File: src/rtl/mips_mc_pkg.sv
// Shared definitions for the multi-cycle MIPS controller: FSM states, ALU
// operation codes (also used by the ALU), opcode/funct values, datapath mux
// encodings and the per-state Moore control word.
package mips_mc_pkg;

    typedef enum logic [3:0] {
        ST_IDLE,
        ST_FETCH,
        ST_DECODE,
        ST_MEM_ADDR,
        ST_MEM_RD,
        ST_MEM_WB,
        ST_MEM_WR,
        ST_R_EXEC,
        ST_R_WB,
        ST_I_EXEC,
        ST_I_WB,
        ST_BRANCH,
        ST_JUMP,
        ST_TRAP
    } state_t;

    // ALU operation codes
    localparam logic [2:0] ALU_ADD  = 3'b000;
    localparam logic [2:0] ALU_SUB  = 3'b001;
    localparam logic [2:0] ALU_AND  = 3'b010;
    localparam logic [2:0] ALU_OR   = 3'b011;
    localparam logic [2:0] ALU_SLT  = 3'b100;
    localparam logic [2:0] ALU_SHR2 = 3'b101;

    // Opcodes (IR[31:26])
    localparam logic [5:0] OP_RTYPE = 6'h00;
    localparam logic [5:0] OP_LW    = 6'h23;
    localparam logic [5:0] OP_SW    = 6'h2B;
    localparam logic [5:0] OP_ADDI  = 6'h08;
    localparam logic [5:0] OP_BEQ   = 6'h04;
    localparam logic [5:0] OP_J     = 6'h02;

    // R-type funct codes (IR[5:0])
    localparam logic [5:0] FN_ADD  = 6'h20;
    localparam logic [5:0] FN_SUB  = 6'h22;
    localparam logic [5:0] FN_AND  = 6'h24;
    localparam logic [5:0] FN_OR   = 6'h25;
    localparam logic [5:0] FN_SLT  = 6'h2A;
    localparam logic [5:0] FN_SHR2 = 6'h02;

    // ALU B-operand mux
    localparam logic [1:0] SRCB_REG    = 2'b00;
    localparam logic [1:0] SRCB_FOUR   = 2'b01;
    localparam logic [1:0] SRCB_IMM    = 2'b10;
    localparam logic [1:0] SRCB_IMM_SH = 2'b11;

    // PC source mux
    localparam logic [1:0] PCSRC_ALU    = 2'b00;
    localparam logic [1:0] PCSRC_ALUOUT = 2'b01;
    localparam logic [1:0] PCSRC_JUMP   = 2'b10;

    // Which kind of ALU operation the current state asks for
    typedef enum logic [1:0] {
        ACLS_ADD,
        ACLS_SUB,
        ACLS_FUNCT
    } alu_class_t;

    // Registered per-state control word; fetch/branch are qualified later
    // by mem_ready/zero, which are not known until the cycle itself.
    typedef struct packed {
        logic       mem_read;
        logic       mem_write;
        logic       iord;
        logic       fetch;
        logic       pc_write;
        logic       branch;
        logic [1:0] pc_src;
        logic       alu_src_a;
        logic [1:0] alu_src_b;
        logic       reg_write;
        logic       reg_dst;
        logic       mem_to_reg;
    } moore_t;

    function automatic moore_t moore_outputs(input state_t s);
        moore_t m;
        m = '0;
        case (s)
            ST_FETCH: begin
                m.mem_read  = 1'b1;
                m.fetch     = 1'b1;
                m.alu_src_b = SRCB_FOUR;
                m.pc_src    = PCSRC_ALU;
            end
            ST_DECODE:   m.alu_src_b = SRCB_IMM_SH;
            ST_MEM_ADDR: begin
                m.alu_src_a = 1'b1;
                m.alu_src_b = SRCB_IMM;
            end
            ST_MEM_RD: begin
                m.mem_read = 1'b1;
                m.iord     = 1'b1;
            end
            ST_MEM_WB: begin
                m.reg_write  = 1'b1;
                m.mem_to_reg = 1'b1;
            end
            ST_MEM_WR: begin
                m.mem_write = 1'b1;
                m.iord      = 1'b1;
            end
            ST_R_EXEC: begin
                m.alu_src_a = 1'b1;
                m.alu_src_b = SRCB_REG;
            end
            ST_R_WB: begin
                m.reg_write = 1'b1;
                m.reg_dst   = 1'b1;
            end
            ST_I_EXEC: begin
                m.alu_src_a = 1'b1;
                m.alu_src_b = SRCB_IMM;
            end
            ST_I_WB:     m.reg_write = 1'b1;
            ST_BRANCH: begin
                m.alu_src_a = 1'b1;
                m.alu_src_b = SRCB_REG;
                m.pc_src    = PCSRC_ALUOUT;
                m.branch    = 1'b1;
            end
            ST_JUMP: begin
                m.pc_write = 1'b1;
                m.pc_src   = PCSRC_JUMP;
            end
            default: m = '0;
        endcase
        return m;
    endfunction

    function automatic alu_class_t state_alu_class(input state_t s);
        alu_class_t c;
        c = ACLS_ADD;
        if (s == ST_R_EXEC) begin
            c = ACLS_FUNCT;
        end else if (s == ST_BRANCH) begin
            c = ACLS_SUB;
        end
        return c;
    endfunction

endpackage

File: src/rtl/mips_mc_alu_dec.sv
// ALU operation decoder: maps the state's operation class and the R-type
// funct field onto the 3-bit ALU code, flagging unsupported funct values.
module mips_mc_alu_dec
    import mips_mc_pkg::*;
(
    input  alu_class_t  alu_cls,
    input  logic [5:0]  funct,
    output logic [2:0]  alu_op,
    output logic        funct_illegal
);

    // Unsupported funct falls back to ADD so the ALU never sees a junk code
    always_comb begin
        alu_op        = ALU_ADD;
        funct_illegal = 1'b0;
        case (alu_cls)
            ACLS_SUB:   alu_op = ALU_SUB;
            ACLS_FUNCT: begin
                case (funct)
                    FN_ADD:  alu_op = ALU_ADD;
                    FN_SUB:  alu_op = ALU_SUB;
                    FN_AND:  alu_op = ALU_AND;
                    FN_OR:   alu_op = ALU_OR;
                    FN_SLT:  alu_op = ALU_SLT;
                    FN_SHR2: alu_op = ALU_SHR2;
                    default: funct_illegal = 1'b1;
                endcase
            end
            default:    alu_op = ALU_ADD;
        endcase
    end

endmodule

File: src/rtl/mips_mc_controller.sv
// Multi-cycle MIPS control FSM. Control word is registered from the next
// state; only ir_write/pc_write (qualified by mem_ready in FETCH) and
// pc_write_cond (qualified by zero in BRANCH) plus the funct-driven alu_op
// are combinational.
// Optional feature: define MC_ILLEGAL_TRAP_EN to send illegal opcode/funct
// to a sticky TRAP state with illegal=1; otherwise they act as a NOP.
module mips_mc_controller
    import mips_mc_pkg::*;
#(
    parameter int RESET_VEC_HOLD = 1
) (
    input  logic       clk,
    input  logic       rst_n,
    input  logic [5:0] opcode,
    input  logic [5:0] funct,
    input  logic       zero,
    input  logic       mem_ready,
    output logic       mem_read,
    output logic       mem_write,
    output logic       iord,
    output logic       ir_write,
    output logic       pc_write,
    output logic       pc_write_cond,
    output logic [1:0] pc_src,
    output logic       alu_src_a,
    output logic [1:0] alu_src_b,
    output logic [2:0] alu_op,
    output logic       reg_write,
    output logic       reg_dst,
    output logic       mem_to_reg,
    output logic       illegal
);

    localparam logic [3:0] HOLD_LAST = 4'(RESET_VEC_HOLD - 1);

`ifdef MC_ILLEGAL_TRAP_EN
    localparam state_t ILLEGAL_NEXT = ST_TRAP;
`else
    localparam state_t ILLEGAL_NEXT = ST_FETCH;
`endif

    state_t     state;
    state_t     next_state;
    moore_t     outs;
    logic [3:0] hold_cnt;
    logic       funct_illegal;

    mips_mc_alu_dec u_alu_dec (
        .alu_cls       (state_alu_class(state)),
        .funct         (funct),
        .alu_op        (alu_op),
        .funct_illegal (funct_illegal)
    );

    // Next-state selection; opcode/funct are only looked at in the states that decode them
    always_comb begin
        next_state = state;
        case (state)
            ST_IDLE:     next_state = (hold_cnt == HOLD_LAST) ? ST_FETCH : ST_IDLE;
            ST_FETCH:    next_state = mem_ready ? ST_DECODE : ST_FETCH;
            ST_DECODE: begin
                case (opcode)
                    OP_RTYPE:     next_state = ST_R_EXEC;
                    OP_LW, OP_SW: next_state = ST_MEM_ADDR;
                    OP_ADDI:      next_state = ST_I_EXEC;
                    OP_BEQ:       next_state = ST_BRANCH;
                    OP_J:         next_state = ST_JUMP;
                    default:      next_state = ILLEGAL_NEXT;
                endcase
            end
            ST_MEM_ADDR: next_state = (opcode == OP_LW) ? ST_MEM_RD : ST_MEM_WR;
            ST_MEM_RD:   next_state = mem_ready ? ST_MEM_WB : ST_MEM_RD;
            ST_MEM_WB:   next_state = ST_FETCH;
            ST_MEM_WR:   next_state = mem_ready ? ST_FETCH : ST_MEM_WR;
            ST_R_EXEC:   next_state = funct_illegal ? ILLEGAL_NEXT : ST_R_WB;
            ST_R_WB:     next_state = ST_FETCH;
            ST_I_EXEC:   next_state = ST_I_WB;
            ST_I_WB:     next_state = ST_FETCH;
            ST_BRANCH:   next_state = ST_FETCH;
            ST_JUMP:     next_state = ST_FETCH;
            ST_TRAP:     next_state = ST_TRAP;
            default:     next_state = ST_IDLE;
        endcase
    end

    // State, reset hold counter and registered control word
    always_ff @(posedge clk or negedge rst_n) begin
        if (!rst_n) begin
            state    <= ST_IDLE;
            outs     <= '0;
            hold_cnt <= '0;
        end else begin
            state <= next_state;
            outs  <= moore_outputs(next_state);
            if (state == ST_IDLE && next_state == ST_IDLE) begin
                hold_cnt <= hold_cnt + 4'd1;
            end
        end
    end

`ifdef MC_ILLEGAL_TRAP_EN
    logic illegal_q;

    // Sticky illegal flag, set on entry to TRAP and only cleared by reset
    always_ff @(posedge clk or negedge rst_n) begin
        if (!rst_n) begin
            illegal_q <= 1'b0;
        end else begin
            illegal_q <= (next_state == ST_TRAP);
        end
    end

    assign illegal = illegal_q;
`else
    assign illegal = 1'b0;
`endif

    assign mem_read      = outs.mem_read;
    assign mem_write     = outs.mem_write;
    assign iord          = outs.iord;
    assign ir_write      = outs.fetch & mem_ready;
    assign pc_write      = outs.pc_write | (outs.fetch & mem_ready);
    assign pc_write_cond = outs.branch & zero;
    assign pc_src        = outs.pc_src;
    assign alu_src_a     = outs.alu_src_a;
    assign alu_src_b     = outs.alu_src_b;
    assign reg_write     = outs.reg_write;
    assign reg_dst       = outs.reg_dst;
    assign mem_to_reg    = outs.mem_to_reg;

endmodule

File: config.mk
export PLATFORM = sky130hd
export DESIGN_NAME = mips_mc_controller
export DESIGN_NICKNAME = d
export VERILOG_FILES = /design/src/rtl/mips_mc_pkg.sv /design/src/rtl/mips_mc_alu_dec.sv /design/src/rtl/mips_mc_controller.sv
export SDC_FILE = /design/constraint.sdc
export NUM_CORES = 1
export LEC_CHECK = 0
export CAP_MARGIN = 20
export CORE_MARGIN = 10
export CORE_UTILIZATION = 45
export CTS_BUF_LIST = sky130_fd_sc_hd__clkbuf_4
export DETAILED_ROUTE_END_ITERATION = 10
export PLACE_DENSITY = 0.79
export SYNTH_ARGS = -nofsm -noshare
export SYNTH_HDL_FRONTEND = slang
export SYNTH_SLANG_ARGS = --single-unit
File: constraint.sdc
create_clock -name clk -period 3.9 [get_ports clk]
set_clock_uncertainty 0.15 [all_clocks]
set_input_delay 0.975 -clock clk [delete_from_list [all_inputs] [get_ports clk]]
set_output_delay 0.975 -clock clk [all_outputs]
set_load 0.05 [all_outputs]
### Word level (Yosys, flattened, before mapping)

Index checks and enable logic that the tools add are counted.

| operators by class | value |
|---|---|
| bitwise operators | 3 |
| add/sub/neg operators | 1 |
| equal/unequal tests | 38 |
| multiplexer cells | 26 |
| reductions and logical operators | 13 |

Operators by type and width:

| cell | count |
|---|---|
| == test 4 bit, second input constant | 11 |
| == test 6 bit, second input constant | 7 |
| one-hot mux 4 bit (10 select lines) | 1 |
| == test 4 x 3 -> 1 bit, second input constant | 8 |
| one-hot mux 4 bit (5 select lines) | 1 |
| == test 4 x 2 -> 1 bit, second input constant | 4 |
| 2-to-1 mux 1 bit | 15 |
| one-hot mux 3 bit (5 select lines) | 1 |
| == test 6 x 2 -> 1 bit, second input constant | 2 |
| logical NOT 4 bit | 3 |
| == test 4 x 1 -> 1 bit, second input constant | 2 |
| OR reduction 2 bit | 4 |
| == test 6 x 3 -> 1 bit, second input constant | 1 |
| == test 6 x 4 -> 1 bit, second input constant | 1 |
| logical NOT 6 bit | 1 |
| 2-to-1 mux 2 bit | 3 |
| one-hot mux 2 bit (3 select lines) | 1 |
| one-hot mux 3 bit (2 select lines) | 1 |
| OR reduction 6 bit | 1 |
| OR reduction 5 bit | 1 |
| adder 4 x 1 -> 4 bit, second input constant | 1 |
| 2-to-1 mux 4 bit | 1 |
| one-hot mux 2 bit (2 select lines) | 1 |
| OR reduction 4 bit | 1 |
| other kinds (7) | 8 |

| word-level totals | value |
|---|---|
| bits in registers | 22 |
| word-level logic and storage cells | 95 |
| input bits | 16 |
| output and inout bits | 18 |

### Longest topological paths before layout

| logic depth | value |
|---|---|
| word-level depth | 10 |
| depth in mapped cells | 8 |
| depth with buffers taken out | 8 |

### Cells and area by module

Synthesis repeated with hierarchy kept, for this count alone.

| unflattened totals | value |
|---|---|
| cells, all modules | 132 |
| area, all modules | 1277.5 sq um |

Modules (own cells, without submodules):

| module | area each (sq um) | cells each | times used | sequential area each (sq um) |
|---|---|---|---|---|
| mips_mc_controller | 1136.1 | 111 | 1 | 525.5 |
| mips_mc_alu_dec | 141.4 | 21 | 1 | 0.0 |

### Least setup slack after synthesis

OpenSTA, ideal clock, no wires.

| path | value |
|---|---|
| path type | input-to-output |
| start point | input port funct[0] |
| end point | output port alu_op[2] |
| path buffers | 0 |
| data required time | 2.775 ns |
| slack | -0.107 ns |
| cell stages on the path | 3 |
| data arrival time | 2.882 ns |
| cell sequence | nand2b_1 > or3_1 > nor4_1 |

| on the way | value |
|---|---|
| longest elaborated chain between the ends | 3 |
| elaborated cells on any way between the ends | 7 |
| those cells by class | eq/ne (5); mux (2) |

RTL lines:

| what | RTL line | text |
|---|---|---|
| start: declaration | mips_mc_controller.sv:15 | `input logic [5:0] funct,` |
| == test 6 x 2 -> 1 bit or == test 6 bit (tied branches) | mips_mc_alu_dec.sv:19 | `case (funct)` |
| one-hot mux 3 bit (5 select lines) * | mips_mc_alu_dec.sv:19 |  |
| one-hot mux 3 bit (2 select lines) * | mips_mc_alu_dec.sv:16 | `case (alu_cls)` |
| end: declaration | mips_mc_controller.sv:27 | `output logic [2:0] alu_op,` |

Mark *: on every way between the ends. The rest lies on a longest branch, timed or not.

### Worst setup path in the final report

| path | value |
|---|---|
| start point | input port funct[1] |
| end point | output port alu_op[0] |

Same word-level chain as after synthesis.

==> out/metrics.yaml <==
global_route:
  grt_pass1_vias: 992
  grt_first_pass_wirelength_um: 4698
  grt-ovfl-total: 0
  grt_max_degree: 21
  antenna_found_initial: 0
  grt_util_all_layers_pct: 10.76
floorplanning:
  start_util_pct: 48.48
  die_area_um2: 5236
  rows: 18
  chipHeight_um: 72.36
  ios: 34
  core_area_um2: 2545
  die_width_um: 72.36
sta:
  slew_viol_final: 0
  setup_viol: 0
  min_period_ns: 3.686
  fin_hold_ws_ns: 0.3357
  max_freq_mhz: 271.3
  grt_setup_unrepaired: "no"
  post-route-period-util_pct: 94.52
  setup-tns-final_ns: 0
  hold_viol: 0
  tightest_slew_ns: 0.8746
  relSlewSlack_pct: 41.51
worst_setup_path:
  path_cells: "clkdlybuf4s50_1 -> nand2b_1 -> or3_1 -> nor3_1 -> nor2_1 -> o21ai_1 -> buf_12"
  cp-end-kind: "output pin"
  crit_fanout: 3
  slowest_delay_ns: 0.55
  path_class: "primary input to output pin"
  worstPathRequired_ns: 2.77
  cp.arrival_ns: 2.56
  cp_slowest_cell: "clkdlybuf4s50_1"
  worstSetupStartpointType: "primary input"
  rr_worst_depth: 6
logic_synthesis:
  synth_compound_area_share_pct: 15.92
  synth_top_area_share_pct: 40.57
  synth-seq-cells: 20
  syn_area_um2: 1234
  synth-edff-count: 0
  syn_area_per_cell_um2: 9.949
  synthAdderAreaFrac_pct: 2.028
  synth_top_family_by_area: "simple AND/OR/NAND/NOR gates"
  synth.largest_area_cell: "dfrtp_1"
  syn_inst: 124
  ys_warn_count: 0
  synth-simple-area-share_pct: 27.99
  yosysSeqAreaShare_pct: 40.57
  async_reset_ff_share_pct: 100.0
  postSynthNetCount: 142
  synth.area.mux_share_pct: 2.028
  synthTopCellsByArea: "dfrtp_1 (41%), nor2_1 (3.3%), buf_4 (3.0%)"
  yosys.area_share.xor_xnor_pct: 2.840
  ys.flop_type: "dfrtp_1"
  yosysUniqueCellTypes: 50
clock_network:
  clk_latency_ns: 0.30
  cts_sinks: 20
  cts-root-buf: "clkbuf_4"
  cts_made_buffers: 3
  clockBufferDepth: 2
  cts_tree: "built"
  htree_levels: 1
  clkSlewWorstSetupHoldPaths_ns: 0.11
run:
  cap_viol_max_count: 0
detailed_routing:
  drc: 0
  drtIter0Drc: 34
  vias_per_cell: 5.352
  ant_nets: 0
  wirelength_um: 2739
  first_pass_iters: 5
  avgRoutedWirePerCell_um: 15.05
  vias: 974
power_and_ir_drop:
  power-per-cell-area_nw_per_um2: 610.9
  power_leakage_nw: 0.7319
  ir_drop_uv: 447.4
finish:
  areaGrowthSynthToFinish_pct: 31.24
  regArea_um2: 500.5
  final_util_pct: 63.62
  diodes: 0
  fillers: 228
  multi_input_area_um2: 636.9
  drive_gt1_share_pct: 18.42
  reg_top3: "hold_cnt: 4 flops, state: 4 flops"
  layout.nets: 171
placed_design:
  dp.final_hpwl_um: 2190
  place_congestion: 0.8764
  io_buffers: 32
min_path:
  hold_class: "flip-flop to flip-flop"
  worstHoldPathCells: 1
outcome:
  outcome: "finished clean"
## logic make-up (layout without fill, tap and decap cells)
logic type / count (synthesis) / count (layout)
compound gates: 23 / 23
xor+xnor: 4 / 4
fa+ha+maj: 2 / 2
buf+inv: 18 / 46
flops: 20 / 20
mux: 2 / 2
other cells: 1 / 1
simple gates: 54 / 54
## power by group
part | switching [W] | total [W] | internal, W
clock | 0.0000671 | 0.000171 | 0.000104
combinational | 0.000289 | 0.000489 | 0.000200
sequential | 0.0000594 | 0.000329 | 0.000270
total | 0.000416 | 0.000989 | 0.000573
## cells in the mapped netlist, drive strengths merged, types with 3 or more instances
cell type	count
nand3	5
nor2	11
xnor2	3
nor3	5
inv	8
nand2b	5
nand2	5
nor2b	6
nor4	3
o21ai	6
a21oi	7
buf	9
dfrtp	20
## per-stage QoR
step           setup slack, ns  instances  area [um2]  total power, W
3_5_place_dp           0.09181        178        1567       0.0008280
2_1_floorplan          0.06812        124        1240       0.0007085
5_1_grt                0.06157        182        1619        0.001054
6_report                0.2139        182        1619       0.0009890
3_3_place_gp            0.1885        178        1567       0.0008115
4_1_cts                0.09521        182        1619       0.0009993
## cells in the final DEF, fill, tap and decap left out, drive strengths merged, types with 2 or more instances in the layout
| master | count |
|---|---|
| a2111oi | 2 |
| o21ai | 6 |
| clkbuf | 3 |
| nand2b | 5 |
| nor3 | 5 |
| nor2b | 6 |
| a21oi | 7 |
| nor4 | 3 |
| nor2 | 11 |
| and2 | 2 |
| and3 | 2 |
| nand3 | 5 |
| o2111ai | 2 |
| or2 | 2 |
| inv | 8 |
| dfrtp | 20 |
| nand2 | 5 |
| ha | 2 |
| xnor2 | 3 |
| o21bai | 2 |
| clkdlybuf4s50 | 27 |
| buf | 6 |
## critical path, delay by kind of cell
family / cells / cell delay, ns
AO/OA/AOI/OAI: 1 / 0.23
buffers and inverters: 2 / 0.73
AND/OR/NAND/NOR: 4 / 0.63
## per-layer routing
metal	global-route usage (%)	vias to the layer above	wire length (um)
met5	0	-	0
met4	2.581	0	8
met3	3.537	2	179
met2	19.73	25	1438
met1	11.50	464	1113
li1	-	483	-
## area by class of cell
cell class,instances,share of cell area (%)
flip-flops and latches,20,30.91
clock buffers,3,1.391
well taps,30,2.318
multi-input cells,86,39.34
inverters,9,2.396
repair buffers,33,21.79
clock inverters,1,1.855
## timing repair
| item | in CTS | in global routing |
|---|---|---|
| hold buffers | 0 | 0 |
| setup endpoints to repair | 0 | 1 |
| resized for setup | 0 | 1 |
| setup buffers | 0 | 0 |
## final timing paths
kind                                   from          end  slack (ns)
worst min register to register  hold_cnt[3]  hold_cnt[3]        0.34
min in group asynchronous             rst_n    pc_src[0]        1.00
worst max register to register     state[1]  hold_cnt[1]        1.69
max in group asynchronous             rst_n  hold_cnt[0]        2.06
worst min-delay path            hold_cnt[3]  hold_cnt[3]        0.34
worst max-delay path               funct[1]    alu_op[0]        0.21
No activity file was read; power rests on OpenSTA's default activity.
